### config.mk
export PLATFORM = sky130hd
export DESIGN_NAME = size_convert
export DESIGN_NICKNAME = d
export VERILOG_FILES = /design/src/rtl/size_convert.sv
export SDC_FILE = /design/constraint.sdc
export NUM_CORES = 1
export LEC_CHECK = 0
export BUFFER_PORTS_ARGS = -buffer_cell sky130_fd_sc_hd__buf_2
export CAP_MARGIN = 20
export CORE_AREA = 2 2 39 41
export DETAILED_ROUTE_END_ITERATION = 16
export DIE_AREA = 0 0 41 43
export GPL_TIMING_DRIVEN = 0
export PLACE_DENSITY_LB_ADDON = 0.3
export SKIP_LAST_GASP = 1
export SLEW_MARGIN = 20
export SYNTH_ARGS = -nofsm -noshare
export SYNTH_HDL_FRONTEND = slang
export SYNTH_SLANG_ARGS = --single-unit
### constraint.sdc
create_clock -name PCLK -period 0.8 [get_ports PCLK]
set_input_delay 0.16 -clock PCLK [delete_from_list [all_inputs] [get_ports PCLK]]
set_output_delay 0.16 -clock PCLK [all_outputs]
set_load 0.1 [all_outputs]
### src/rtl/size_convert.sv
// size_convert -- byte-to-word packer.
//
// Collects strobed bytes little-endian into SIZE-bit words. The first N-1
// bytes of a word sit in an internal packing buffer; the N-th byte is merged
// straight from DATA_IN into DATA_OUT, so the word appears one edge after
// its last byte is strobed. There is no handshake or backpressure.
//
// Ports:
//   PCLK           in   clock, all state on rising edge
//   RESET          in   synchronous active-high reset (wins over strobe)
//   BIT_RATE_CLK10 in   byte strobe, DATA_IN valid when 1
//   DATA_IN[7:0]   in   incoming byte
//   DATA_OUT       out  last completed word (SIZE bits), registered
//   IDLE_BUFFER    out  registered: packer was empty and no byte accepted
module size_convert #(
  parameter int SIZE = 8
) (
  input  logic            PCLK,
  input  logic            RESET,
  input  logic            BIT_RATE_CLK10,
  input  logic [7:0]      DATA_IN,
  output logic [SIZE-1:0] DATA_OUT,
  output logic            IDLE_BUFFER
);

  localparam int N  = SIZE / 8;
  localparam int CW = (N > 1) ? $clog2(N) : 1;
  localparam logic [CW-1:0] LAST = CW'(N - 1);

  logic [CW-1:0]   cnt_q, cnt_d;
  logic [SIZE-1:0] dout_q, dout_d;
  logic            idle_q, idle_d;
  logic            last_w;
  logic [SIZE-1:0] word_w;

  assign last_w = (cnt_q == LAST);

  // Packing buffer only exists when a word spans more than one byte.
  if (N > 1) begin : g_pack
    logic [(N-1)*8-1:0] buf_q, buf_d;

    always_comb begin
      buf_d = buf_q;
      for (int l = 0; l < N - 1; l++) begin
        if (BIT_RATE_CLK10 && !last_w && (cnt_q == CW'(l)))
          buf_d[l*8 +: 8] = DATA_IN;
      end
    end

    always_ff @(posedge PCLK) begin
      if (RESET) buf_q <= '0;
      else       buf_q <= buf_d;
    end

    // Final byte bypasses the buffer into the top lane.
    assign word_w = {DATA_IN, buf_q};
  end else begin : g_byte
    assign word_w = DATA_IN;
  end

  always_comb begin
    cnt_d  = cnt_q;
    dout_d = dout_q;
    // Uses the pre-edge count, so a mid-word gap keeps IDLE_BUFFER low.
    idle_d = !BIT_RATE_CLK10 && (cnt_q == '0);
    if (BIT_RATE_CLK10) begin
      if (last_w) begin
        cnt_d  = '0;
        dout_d = word_w;
      end else begin
        cnt_d  = cnt_q + 1'b1;
      end
    end
  end

  always_ff @(posedge PCLK) begin
    if (RESET) begin
      cnt_q  <= '0;
      dout_q <= '0;
      idle_q <= 1'b1;
    end else begin
      cnt_q  <= cnt_d;
      dout_q <= dout_d;
      idle_q <= idle_d;
    end
  end

  assign DATA_OUT    = dout_q;
  assign IDLE_BUFFER = idle_q;

endmodule

---- Word level (Yosys, flattened, before mapping) ----
Cells that the tools add are included.
operators by class
  reduce and logical (&&, ||, !) cells .... 3
  bitwise logic cells ..................... 1
  add/sub/neg operators ................... 1
  muxes and demuxes ....................... 1
operators by type and width
  cell                 number
  $reduce_and 2->1     1
  $add 1x1->1 const B  1
  $logic_and 1x1->1    1
  $logic_not 1->1      1
  $mux 1               1
  $not 1->1            1
word-level totals
  output and inout port bits .............. 9
  input bits .............................. 11
  flip-flop bits (word level) ............. 10

---- Longest topological paths before layout ----
  depth in word-level cells ............... 2
  gate-level depth with buffers ........... 3
  gate-level depth less buffers ........... 2

---- Least setup slack after synthesis ----
No wires, ideal clock.
  path kind ............................... register to register
  start ................................... register, netlist name DATA_OUT[0]
  end ..................................... register dout_q[0] (netlist: DATA_OUT[0])
  cell stages (with the launch flop) ...... 3
  arrival ................................. 1173 ps
  library setup time ...................... 67 ps
  slack ................................... -440 ps
  cell sequence ........................... dfxtp_1 -> mux2i_1 -> nor2_1
RTL lines
  element               line  text
  end signal, assigned  83    dout_q <= dout_d;
  end, declared         31    logic [SIZE-1:0] dout_q, dout_d;

---- Worst setup path in the final report ----
  start ................................... register dout_q[4] (netlist: DATA_OUT[4])
  end ..................................... output DATA_OUT[4]
RTL lines
  element        line  text
  end, declared  22    output logic [SIZE-1:0] DATA_OUT,
No word-level cell between the ends.

==> flow_summary_export.csv <==
group,metric,value,unit
sta,setup_viol,9,
pwr,leakage,0.278,nW
routing,vias,266,
setup_path,critPathBufInv,1,
setup_path,arrival,780,ps
finish,n_antenna_cell,0,
finish,stdcell_area,608,um2
place,dpl-instance-area,447,um2
place,gp_congestion,0.557,
clock_network,htree_levels,1,
logic_synthesis,ys_seq_area_share,57.6,%
setup_path,start_kind,"flip-flop",
routing,routedWlPerCell,10.4,um
global_route,met3_usage,3.66,%
logic_synthesis,syn_inst,28,
routing,ant_nets,0,
routing,vias_per_cell,4.09,
floorplanning,coreArea,0.00138,mm2
global_route,grtUsageTotal,9.78,%
setup_path,worst_path_max_delay_cell,"dfxtp_4",
global_route,gr-usage-met2,15.0,%
setup_path,path_cells,"buf_12",
clock_network,postCtsSetupBuffers,0,
floorplanning,chipWidth,41,um
sta,report.final.slew_viol_count,0,
global_route,grt_max_degree,10,
sta,slew_headroom,90.6,%
global_route,grt-ovfl-total,0,
logic_synthesis,synth_cell_type_count,6,
routing,first_pass_iters,1,
pwr,power_density,2000,mW/mm2
clock_network,clk_latency,250,ps
global_route,use_met1,9.77,%
status,failed_checks,"negative setup slack",
finish,nets,61,
sta,tightest_slew,136,ps
sta,finalCriticalPeriod,942,ps
sta,whs,132,ps
run,maxCapViolations,0,
setup_path,path_max_fanout,2,
global_route,grt_pass1_wl,1090,um
setup_path,worstReg2RegStart,"DATA_OUT[1]$_SDFFE_PP0P_",
sta,worst_slack,-142,ps
clock_network,cts.sinks,9,
global_route,antenna_found_initial,0,
finish,syn_to_final_growth,94.4,%
setup_path,critical_path.endpoint_type,"output port",
clock_network,cts_tree,"done",
sta,hold_viol,0,
floorplanning,start_util,22.6,%
status,status,"finished with violations",
global_route,top_usage_layer,"met2",
floorplanning,io_pins,20,
clock_network,cts_made_buffers,3,
setup_path,cp_top_family,"flip-flops",
sta,clock.fmax,1.06,GHz
setup_path,required,640,ps
clock_network,clk_pin_slew,60,ps
worst_hold_path,hp-start,"BIT_RATE_CLK10",
floorplanning,dieHeight,43,um
routing,drc_errors,0,
sta,skew,0,ps
place,port_buffers,17,
setup_path,slowest_delay,360,ps
logic_synthesis,ys_ff_latch,9,
sta,rsz0062_at_grt,"yes",
floorplanning,die_area,0.00176,mm2
routing,routed_wl,679,um
logic_synthesis,syn_area_per_cell,11.2,um2
worst_hold_path,hold_path.class,"in2reg",
logic_synthesis,ys_warn_count,0,
logic_synthesis,syn-num-nets,39,
floorplanning,fp-row-count,14,
logic_synthesis,syn_area,313,um2
clock_network,cts.path.max_buffers,2,
setup_path,crit_type,"reg2out",
setup_path,startpoint,"DATA_OUT[4]$_SDFFE_PP0P_",
finish,drive_gt1_share,63.3,%
global_route,grt_pass1_vias,276,
pwr,irDropWorstVdd,0.000844,V
sta,fin_crit_sh,118,%
finish,mostFrequentLayoutCells,"9 x buf_2, 9 x buf_12, 8 x mux2i_1, 8 x nor2_1, 7 x dfxtp_4",
routing,drt_iter0_drc,0,
clock_network,cts_root_buf,"clkbuf_4",
## per-stage QoR
stage	TNS, ps	power, mW	util (%)	cells	worst slack, ps
after global routing	-1440	1.27	43.9	65	-172
after CTS	-1300	1.23	43.9	65	-150
after global placement	-758	0.785	32.3	61	-91.8
after detailed placement	-772	0.788	32.3	61	-95.6
after floorplan	-122	0.736	-	28	-122
final	-1210	1.22	43.9	65	-142
## cell families (layout without fill, tap and decap cells)
logic type             after synthesis  count (layout)  synth area share [%]
multiplexers                         8               8                  25.6
flip-flops                           9               9                  57.6
buffers and inverters                2              23                  5.20
AND/OR/NAND/NOR                      9               9                  11.6
## registers in the layout, summed over array words and instances (netlist names)
signal and count:
DATA_OUT 8, IDLE_BUFFER 1
## per-layer routing
metal / part of all wire [%] / routed length [um]
met1: 39 / 263
met2: 54 / 365
met3: 7.4 / 50
met4: 0 / 0
met5: 0 / 0
## what timing repair did
action                     in CTS  in global routing
hold buffers                    0                  0
gates resized for setup        36                  0
setup endpoints to repair       9                  9
## power breakdown
part / switching, mW / internal [mW]
Sequential: 0.0262 / 0.468
Combinational: 0.237 / 0.143
Clock: 0.150 / 0.192
Total: 0.413 / 0.803
## cells in the mapped netlist
cell type | number | area [um2]
mux2i_1 | 8 | 80.1
buf_6 | 1 | 11.3
nor2_1 | 8 | 30.0
dfxtp_1 | 9 | 180
nand2b_1 | 1 | 6.26
buf_2 | 1 | 5.00
## worst paths after layout
| kind | endpoint | slack, ps | depth (start not counted) |
|---|---|---|---|
| max | DATA_OUT[4] | -140 | 1 |
| min | IDLE_BUFFER$_SDFF_PP1_ | 130 | 2 |
| max reg2reg | DATA_OUT[1]$_SDFFE_PP0P_ | 160 | 2 |
| min reg2reg | DATA_OUT[3]$_SDFFE_PP0P_ | 520 | 2 |
## worst reg2reg max path, cell delays in order, from the launching register on
cell and delay [ps]:
dfxtp_4 350, mux2i_1 130, nor2_1 50
## layout make-up
type / instances / area (um2)
well taps: 16 / 20.0
plain buffers: 2 / 16.3
fillers: 145 / 776
multi-input cells: 17 / 116
flip-flops and latches: 9 / 209
clock buffers: 4 / 26.3
repair buffers: 17 / 220
Note: power is estimated with default switching activity, not from simulation.
